## src/rtl/imem_load_arbiter_pkg.sv

```systemverilog
// Shared constants and the state type for the IMEM load arbiter.
package imem_load_arbiter_pkg;

    localparam int WORD_BITS       = 32;
    localparam int DATA_BITS       = 64;
    localparam int IMEM_IDX_BITS   = 12;
    localparam int LDARB_FLUSH_CYC = 2;

    localparam logic [WORD_BITS-1:0] RV_NOP_INST = 32'h0000_0013;

    typedef enum logic [1:0] {
        LDARB_RUN   = 2'd0,
        LDARB_LOAD  = 2'd1,
        LDARB_FLUSH = 2'd2
    } ldarb_state_e;

endpackage

```

## src/rtl/imem_load_arbiter_if.sv

```systemverilog
// Host loader bundle: start/base/count command, valid/ready word stream, status.
interface imem_load_arbiter_if
    import imem_load_arbiter_pkg::*;
#(
    parameter int IDX_BITS = IMEM_IDX_BITS
) ();

    logic                 ld_start;
    logic [DATA_BITS-1:0] ld_base;
    logic [IDX_BITS:0]    ld_count;
    logic                 ld_valid;
    logic [WORD_BITS-1:0] ld_data;
    logic                 ld_ready;
    logic                 ld_busy;
    logic                 ld_done;
    logic [WORD_BITS-1:0] ld_csum;

    modport master (
        output ld_start, ld_base, ld_count, ld_valid, ld_data,
        input  ld_ready, ld_busy, ld_done, ld_csum
    );

    modport slave (
        input  ld_start, ld_base, ld_count, ld_valid, ld_data,
        output ld_ready, ld_busy, ld_done, ld_csum
    );

endinterface

```

## src/rtl/imem_load_arbiter.sv

```systemverilog
// imem_load_arbiter: shares the single IMEM port between core fetch and a
// host program loader. While a load is running the core is stalled and sees
// NOPs; after the last word a short flush precedes release of the core.
// Optional feature macro: IMEM_LOAD_CSUM_EN (running checksum on ld_csum).
module imem_load_arbiter
    import imem_load_arbiter_pkg::*;
#(
    parameter int                   IDX_BITS  = IMEM_IDX_BITS,
    parameter logic [WORD_BITS-1:0] NOP_INST  = RV_NOP_INST,
    parameter int                   FLUSH_CYC = LDARB_FLUSH_CYC
) (
    input  logic                 CLK,
    input  logic                 RST,
    imem_load_arbiter_if.slave   ld,
    input  logic [DATA_BITS-1:0] core_pc,
    output logic [WORD_BITS-1:0] core_inst,
    output logic                 core_stall,
    output logic [DATA_BITS-1:0] imem_addr,
    output logic [WORD_BITS-1:0] imem_wdata,
    output logic                 imem_we,
    input  logic [WORD_BITS-1:0] imem_rdata
);

    localparam int                FC_W    = (FLUSH_CYC > 1) ? $clog2(FLUSH_CYC) : 1;
    localparam logic [FC_W-1:0]   FC_LAST = FC_W'(FLUSH_CYC - 1);
    localparam logic [FC_W-1:0]   FC_ONE  = FC_W'(1);
    localparam logic [IDX_BITS:0] CNT_MAX = {1'b1, {IDX_BITS{1'b0}}};
    localparam logic [IDX_BITS:0] CNT_ONE = {{IDX_BITS{1'b0}}, 1'b1};
    localparam logic [IDX_BITS-1:0] PTR_ONE = {{(IDX_BITS-1){1'b0}}, 1'b1};

    ldarb_state_e        state_r;
    logic [IDX_BITS-1:0] ptr_r;
    logic [IDX_BITS:0]   remaining_r;
    logic [FC_W-1:0]     flush_cnt_r;
    logic                ld_ready_r;
    logic                ld_busy_r;
    logic                ld_done_r;
    logic                core_stall_r;

    logic                xfer_s;
    logic [IDX_BITS:0]   count_clamped_s;
    logic                unused_s;

    // Only byte-address bits that select an IMEM word matter for the base.
    assign unused_s = ^{ld.ld_base[DATA_BITS-1:IDX_BITS+2], ld.ld_base[1:0]};

    // A word transfers on valid&ready; reset suppresses any write that cycle.
    assign xfer_s = ld_ready_r & ld.ld_valid & ~RST;

    // Requests larger than the whole IMEM are limited to one full pass.
    assign count_clamped_s = (ld.ld_count > CNT_MAX) ? CNT_MAX : ld.ld_count;

    // Control FSM with registered status outputs derived from the next state.
    always_ff @(posedge CLK) begin
        if (RST) begin
            state_r      <= LDARB_RUN;
            ptr_r        <= '0;
            remaining_r  <= '0;
            flush_cnt_r  <= '0;
            ld_ready_r   <= 1'b0;
            ld_busy_r    <= 1'b0;
            ld_done_r    <= 1'b0;
            core_stall_r <= 1'b0;
        end else begin
            ld_done_r <= 1'b0;
            case (state_r)
                LDARB_RUN: begin
                    if (ld.ld_start) begin
                        ptr_r        <= ld.ld_base[IDX_BITS+1:2];
                        remaining_r  <= count_clamped_s;
                        flush_cnt_r  <= '0;
                        ld_busy_r    <= 1'b1;
                        core_stall_r <= 1'b1;
                        if (count_clamped_s == '0) begin
                            state_r    <= LDARB_FLUSH;
                            ld_ready_r <= 1'b0;
                        end else begin
                            state_r    <= LDARB_LOAD;
                            ld_ready_r <= 1'b1;
                        end
                    end
                end
                LDARB_LOAD: begin
                    if (xfer_s) begin
                        ptr_r       <= ptr_r + PTR_ONE;
                        remaining_r <= remaining_r - CNT_ONE;
                        if (remaining_r == CNT_ONE) begin
                            state_r     <= LDARB_FLUSH;
                            ld_ready_r  <= 1'b0;
                            flush_cnt_r <= '0;
                        end
                    end
                end
                LDARB_FLUSH: begin
                    if (flush_cnt_r == FC_LAST) begin
                        state_r      <= LDARB_RUN;
                        flush_cnt_r  <= '0;
                        ld_busy_r    <= 1'b0;
                        core_stall_r <= 1'b0;
                        ld_done_r    <= 1'b1;
                    end else begin
                        flush_cnt_r <= flush_cnt_r + FC_ONE;
                    end
                end
                default: begin
                    state_r      <= LDARB_RUN;
                    flush_cnt_r  <= '0;
                    ld_ready_r   <= 1'b0;
                    ld_busy_r    <= 1'b0;
                    core_stall_r <= 1'b0;
                end
            endcase
        end
    end

    // IMEM port steering and core instruction mux (same-cycle by design).
    always_comb begin
        imem_we    = xfer_s;
        imem_wdata = ld.ld_data;
        if (ld_ready_r) begin
            imem_addr = {{(DATA_BITS-IDX_BITS-2){1'b0}}, ptr_r, 2'b00};
        end else begin
            imem_addr = core_pc;
        end
        if (core_stall_r) begin
            core_inst = NOP_INST;
        end else begin
            core_inst = imem_rdata;
        end
    end

    assign core_stall  = core_stall_r;
    assign ld.ld_ready = ld_ready_r;
    assign ld.ld_busy  = ld_busy_r;
    assign ld.ld_done  = ld_done_r;

`ifdef IMEM_LOAD_CSUM_EN
    logic [WORD_BITS-1:0] csum_r;

    // Running mod-2^32 sum of transferred words, restarted by each new load.
    always_ff @(posedge CLK) begin
        if (RST) begin
            csum_r <= '0;
        end else if ((state_r == LDARB_RUN) && ld.ld_start) begin
            csum_r <= '0;
        end else if (xfer_s) begin
            csum_r <= csum_r + ld.ld_data;
        end else begin
            csum_r <= csum_r;
        end
    end

    assign ld.ld_csum = csum_r;
`else
    assign ld.ld_csum = {WORD_BITS{1'b0}};
`endif

endmodule

```

## src/flat_wrapper.sv

```systemverilog
// flat-port wrapper written by rule: the top's interface ports become plain ports
module imem_load_arbiter_flat import imem_load_arbiter_pkg::*;
#(
    parameter int                   IDX_BITS  = IMEM_IDX_BITS,
    parameter logic [WORD_BITS-1:0] NOP_INST  = RV_NOP_INST,
    parameter int                   FLUSH_CYC = LDARB_FLUSH_CYC
)
  (CLK, RST, core_pc, core_inst, core_stall, imem_addr, imem_wdata, imem_we, imem_rdata, ld_ld_start, ld_ld_base, ld_ld_count, ld_ld_valid, ld_ld_data, ld_ld_ready, ld_ld_busy, ld_ld_done, ld_ld_csum);
  imem_load_arbiter_if #(.IDX_BITS(IDX_BITS)) ld_i ();
  input  logic CLK;
  input  logic RST;
  input  logic [DATA_BITS-1:0] core_pc;
  output logic [WORD_BITS-1:0] core_inst;
  output logic core_stall;
  output logic [DATA_BITS-1:0] imem_addr;
  output logic [WORD_BITS-1:0] imem_wdata;
  output logic imem_we;
  input  logic [WORD_BITS-1:0] imem_rdata;
  input wire logic [$bits(ld_i.ld_start)-1:0] ld_ld_start;
  input wire logic [$bits(ld_i.ld_base)-1:0] ld_ld_base;
  input wire logic [$bits(ld_i.ld_count)-1:0] ld_ld_count;
  input wire logic [$bits(ld_i.ld_valid)-1:0] ld_ld_valid;
  input wire logic [$bits(ld_i.ld_data)-1:0] ld_ld_data;
  output wire logic [$bits(ld_i.ld_ready)-1:0] ld_ld_ready;
  output wire logic [$bits(ld_i.ld_busy)-1:0] ld_ld_busy;
  output wire logic [$bits(ld_i.ld_done)-1:0] ld_ld_done;
  output wire logic [$bits(ld_i.ld_csum)-1:0] ld_ld_csum;
  assign ld_i.ld_start = ld_ld_start;
  assign ld_i.ld_base = ld_ld_base;
  assign ld_i.ld_count = ld_ld_count;
  assign ld_i.ld_valid = ld_ld_valid;
  assign ld_i.ld_data = ld_ld_data;
  assign ld_ld_ready = ld_i.ld_ready;
  assign ld_ld_busy = ld_i.ld_busy;
  assign ld_ld_done = ld_i.ld_done;
  assign ld_ld_csum = ld_i.ld_csum;
  imem_load_arbiter #(.IDX_BITS(IDX_BITS), .NOP_INST(NOP_INST), .FLUSH_CYC(FLUSH_CYC)) u_core (.CLK(CLK), .RST(RST), .ld(ld_i), .core_pc(core_pc), .core_inst(core_inst), .core_stall(core_stall), .imem_addr(imem_addr), .imem_wdata(imem_wdata), .imem_we(imem_we), .imem_rdata(imem_rdata));
endmodule
```

## config.mk

```make
export PLATFORM = sky130hd
export DESIGN_NAME = imem_load_arbiter_flat
export DESIGN_NICKNAME = d
export VERILOG_FILES = /design/src/rtl/imem_load_arbiter_pkg.sv /design/src/rtl/imem_load_arbiter_if.sv /design/src/rtl/imem_load_arbiter.sv /design/src/flat_wrapper.sv
export SDC_FILE = /design/constraint.sdc
export NUM_CORES = 1
export LEC_CHECK = 0
export BUFFER_PORTS_ARGS = -buffer_cell sky130_fd_sc_hd__buf_4
export CAP_MARGIN = 20
export CORE_AREA = 2 2 147 149
export DETAILED_ROUTE_END_ITERATION = 12
export DIE_AREA = 0 0 149 151
export PLACE_DENSITY = 0.51
export SETUP_SLACK_MARGIN = 0.5
export SLEW_MARGIN = 20
export SYNTH_ARGS = -nofsm -noshare
export SYNTH_HDL_FRONTEND = slang
export SYNTH_SLANG_ARGS = --single-unit
```

## constraint.sdc

```tcl
create_clock -name CLK -period 2.4 [get_ports CLK]
set_input_delay 0.12 -clock CLK [delete_from_list [all_inputs] [get_ports CLK]]
set_output_delay 0.12 -clock CLK [all_outputs]
set_load 0.05 [all_outputs]
```

**After elaboration in Yosys (flattened, before gate mapping)**

Index checks and enable logic that the tools add are counted.

- Div/mod/pow operators: 0
- Multipliers: 0
- Reductions and logical operators: 9
- Multiplexer cells: 27
- Bitwise logic cells: 5
- $lt $le $gt $ge: 1
- Add/subtract/negate cells: 3
- Shifts and indexed selects: 0
- Equal/unequal tests: 7

Operator list:

| cell | count |
|---|---|
| two-way mux 64 bit | 1 |
| two-way mux 13 bit | 3 |
| two-way mux 32 bit | 1 |
| case mux 13 bit (2 select lines) | 1 |
| two-way mux 12 bit | 2 |
| case mux 12 bit (2 select lines) | 1 |
| == test 13 x 1 -> 1 bit (second input constant) | 1 |
| greater-than comparator 13 bit (second input constant) | 1 |
| logical NOT 13 bit | 1 |
| subtractor 13 x 1 -> 13 bit (second input constant) | 1 |
| adder 12 x 1 -> 12 bit (second input constant) | 1 |
| two-way mux 2 bit | 5 |
| two-way mux 1 bit | 9 |
| case mux 1 bit (3 select lines) | 3 |
| AND reduction 3 bit | 3 |
| AND reduction 4 bit | 2 |
| case mux 2 bit (3 select lines) | 1 |
| != test 2 x 1 -> 1 bit (second input constant) | 2 |
| != test 2 bit (second input constant) | 2 |
| inverter 1 bit | 3 |
| bitwise AND 1 bit | 2 |
| == test 2 x 1 -> 1 bit (second input constant) | 1 |
| == test 2 bit (second input constant) | 1 |
| logical NOT 2 bit | 1 |
| 3 further kinds | 3 |

- Memories: 0
- Input port bits: 209
- Memory bits (read-only): 0
- Memory bits (writable): 0
- Bits in latches: 0
- Word-level logic and storage cells: 59
- Register bits after elaboration: 31

**Longest topological paths before layout**

- Word-level depth: 6
- Mapped depth: 6
- Mapped depth without buffers: 6

**Worst setup path before layout**

Ideal clock, no wire load.

- Path kind: register -> register
- From: reg u_core.ld_ready_r (netlist: u_core.ld.ld_ready)
- To: reg u_core.remaining_r[7]
- Setup slack: 316 ps
- Arrival: 2,010 ps
- Clock period less this slack: 2,084 ps
- Required time: 2,326 ps
- Stages on the path, launching flop included: 5
- Library setup time: 74 ps
- Path through: dfxtp_1 -> nand3b_4 -> or4_4 -> or4_1 -> a31oi_1

- Cells in the longest elaborated chain, start to end: 4

RTL lines:

| item | line | text |
|---|---|---|
| start, declared | imem_load_arbiter.sv:35 | `logic ld_ready_r;` |
| start signal, assigned | imem_load_arbiter.sv:60 | `ld_ready_r <= 1'b0;` |
| start signal, assigned | imem_load_arbiter.sv:76 | `ld_ready_r <= 1'b0;` |
| start signal, assigned | imem_load_arbiter.sv:79 | `ld_ready_r <= 1'b1;` |
| bitwise AND 1 bit (2 in series) | imem_load_arbiter.sv:48 | `assign xfer_s = ld_ready_r & ld.ld_valid & ~RST;` |
| != test 2 bit (no source line) | -- |  |
| AND reduction 3 bit (no source line) | -- |  |
| end signal, assigned | imem_load_arbiter.sv:70 | `remaining_r <= count_clamped_s;` |
| end signal, assigned | imem_load_arbiter.sv:86 | `remaining_r <= remaining_r - CNT_ONE;` |
| end, declared | imem_load_arbiter.sv:33 | `logic [IDX_BITS:0] remaining_r;` |

Every way passes these cells.
A chain may end at the register's enable or synchronous reset.

**Worst setup path in the final report**

Ends and elaborated chain as after synthesis.

==> metrics.md <==
| Metric | Value |
|---|---|
| Ports | `between 300 and 400` |
| GRT overflow | `0` |
| WL met1 | `5210 um` |
| Via density | `roughly 4.0` |
| # setup viols final | `0` |
| Leakage power | `2.21 nW` |
| DP Cell Count | `870` |
| Setup TNS | `0 ns` |
| Cts bufs inserted | `5` |
| Routed WL | `around 12000 um` |
| Die area | `~22000 um^2` |
| Top sig layer | `met4` |
| DR iter-0 viols | `roughly 170` |
| Slew margin rel. | `0.541` |
| CP Capture Type | `flip-flop` |
| Final Net Count | `between 800 and 900` |
| Max-slew violations | `0` |
| Finished Layout Cells | `878` |
| Hold Path Class | `in -> reg` |
| Seq/Total Area, Yosys | `0.202` |
| Worst Path Required | `~2.6 ns` |
| Site Rows | `53` |
| Max Fanout on Critical Path | `8` |
| Vias in the first global route | `3191` |
| Root Buffer | `clkbuf_16` |
| Peak VDD IR | `about 210 uV` |
| Initial antenna violation count | `0` |
| Synthesized cell area | `between 3000 and 4000 um^2` |
| Area growth syn-to-layout | `60.0%` |
| Top FF cell, synth | `dfxtp_1` |
| CP Class | `reg -> reg` |
| Worst-case clock skew | `0.00629 ns` |
| # Max-Cap Violations | `0` |
| Outcome | `finished clean` |
| TritonCTS Sinks | `31` |
| Remaining antenna violation count | `0` |
| Fillers | `around 2300` |
| Setup bufs post-CTS | `0` |
| Critical Path Source Type | `flip-flop` |
| Cell variety after synth | `46` |
| Syn. warnings | `0` |
| Max Buffers Root-to-Sink | `2` |
| Starting Density | `0.148` |
| Fin crit period | `1.82 ns` |
| Worst hold slack | `roughly 0.11 ns` |
| N_diodes | `0` |
| First-pass GRT wire length | `approximately 17000 um` |
| RSZ-0062 raised after global routing | `true` |
| RD Place Congestion | `~0.76` |
| GRT Overall Usage | `0.0948` |
| Clk_lat worst skew | `about 0.27 ns` |
| CTS tree | `built` |
| Pre-antenna DRT Iters | `4` |
| Input/output buffers | `around 230` |
| Cell Pwr Density | `about 630 nW/um^2` |
| Clk slew on worst S/H paths | `around 0.05 ns` |
| DIE HEIGHT | `roughly 150 um` |
| EDFF count, synth | `0` |
| Hold Violations, Final | `0` |
| #FFs+latches synth | `31` |
| Hold Buf Count CTS | `0` |
| Post-synthesis average cell area | `7.34 um^2` |
| Layout cell share with drive strength beyond 1 | `0.444` |
| Synth Instances | `~420` |
| Least-Margin Pin Slew | `0.682 ns` |
| # DRC | `0` |
| DP HPWL | `9680 um` |
| Met2 WL | `between 5000 and 6000 um` |
| Total number of vias | `between 3000 and 4000` |
| Max Clk Rate | `roughly 550 MHz` |
| Final period util | `0.757` |
| Pin count of the biggest net entering global routing | `69` |
| Routed len/inst | `roughly 14 um` |
| CTS H-tree depth | `2` |
| Met3 wire length | `between 1000 and 1500 um` |
| Die width | `between 100 and 150 um` |
| Placeable Area | `about 21000 um^2` |
| Asr flop ratio synth | `0` |
| Worst path arrival time | `roughly 2.0 ns` |
==> through the flow <==
stage | power [W] | area (um^2) | setup WS [ns] | utilization
after detailed placement | 0.00246 | 4720 | 0.498 | 0.227
after global routing | 0.00327 | 4920 | 0.495 | 0.236
after CTS | 0.00311 | 4870 | 0.538 | 0.234
after floorplan | 0.00205 | 3190 | 0.538 | -
final | 0.00309 | 4920 | 0.584 | 0.236
after global placement | 0.00246 | 4720 | 0.498 | 0.227
==> layout by cell type, fill, tap and decap left out, types with 12 or more instances in the layout <==
cell type / instances
a21oi_1: 16
buf_4: 232
conb_1: 32
dfxtp_1: 30
mux2_2: 12
nand2_1: 17
nand3_1: 15
nor2_1: 16
nor2b_1: 81
o21ai_0: 20
==> worst paths after layout <==
check | startpoint | end | slack (ns) | cells past startpoint
setup / recovery | u_core.ld.ld_ready | u_core.remaining_r[7] | 0.58 | 4
hold / removal | ld_ld_count[3] | u_core.remaining_r[3] | 0.11 | 3
setup reg to reg | u_core.ld.ld_ready | u_core.remaining_r[7] | 0.58 | 4
hold reg to reg | u_core.remaining_r[10] | u_core.remaining_r[10] | 0.48 | 1
==> what timing repair did <==
| item | in CTS | in global routing |
|---|---|---|
| cloned | 0 | 1 |
| resized for setup | 1 | 5 |
| pin swaps | 0 | 0 |
| endpoints found under the setup margin | 1 | 8 |
==> state kept, by name, indices dropped and copies added (netlist names) <==
name                flops
u_core.core_stall       1
u_core.flush_cnt_r      1
u_core.ld.ld_done       1
u_core.ld.ld_ready      1
u_core.ptr_r           12
u_core.remaining_r     13
u_core.state_r          2
==> cells in the mapped netlist, types with 5 or more instances <==
| cell type | n | area, um^2 |
|---|---|---|
| nor3_1 | 6 | 30.0 |
| a21oi_1 | 16 | 80.1 |
| inv_1 | 9 | 33.8 |
| nand2b_1 | 5 | 31.3 |
| nand2_1 | 17 | 63.8 |
| nor2_1 | 17 | 63.8 |
| nand3_1 | 15 | 75.1 |
| dfxtp_1 | 31 | 621 |
| buf_4 | 65 | 488 |
| mux2_2 | 12 | 135 |
| nand4_1 | 6 | 37.5 |
| or3_1 | 8 | 50.1 |
| nor4_1 | 11 | 68.8 |
| and2_1 | 6 | 37.5 |
| nor2b_1 | 82 | 513 |
| clkbuf_1 | 23 | 86.3 |
| o21ai_0 | 20 | 100 |
| a31oi_1 | 11 | 68.8 |
==> cells by family (layout without fill, tap and decap cells) <==
| group | after synthesis | after routing | share of synthesized area |
|---|---|---|---|
| buffers and inverters | 97 | 250 | 0.198 |
| AND/OR/NAND/NOR | 197 | 197 | 0.381 |
| flip-flops | 31 | 31 | 0.202 |
| other | 1 | 32 | 0.00122 |
| multiplexers | 13 | 13 | 0.0472 |
| AO/OA/AOI/OAI | 77 | 77 | 0.159 |
| adder cells (fa/ha/maj) | 3 | 3 | 0.0122 |
==> routing by layer <==
layer | up-vias | track usage
li1 | 1737 | -
met1 | 1578 | 0.124
met2 | 166 | 0.158
met3 | 15 | 0.0244
met4 | 0 | 0.0195
met5 | - | 0
==> layout make-up <==
class,instances,area (um^2),share of cell area
Multi-Input combinational cell,322,1990,0.404
Clock inverter,1,5.00,0.00102
Clock buffer,6,139,0.0282
Sequential cell,31,622,0.126
Timing Repair Buffer,234,1790,0.363
Tap cell,275,344,0.0700
Inverter,9,33.8,0.00687
==> worst max-delay path, cell delays in order (launching register included) <==
cell,delay [ns]
dfxtp_2,0.42
nand3b_4,0.15
or4_4,0.54
or4_1,0.48
a31oi_1,0.15
==> report_power, final <==
group          leakage (nW)  switching [W]  internal (W)  total, W
Clock                0.0727       0.000218      0.000404  0.000622
Combinational          1.88        0.00122      0.000607   0.00182
Sequential            0.254      0.0000768      0.000567  0.000644
No activity file was read; power rests on OpenSTA's default activity.
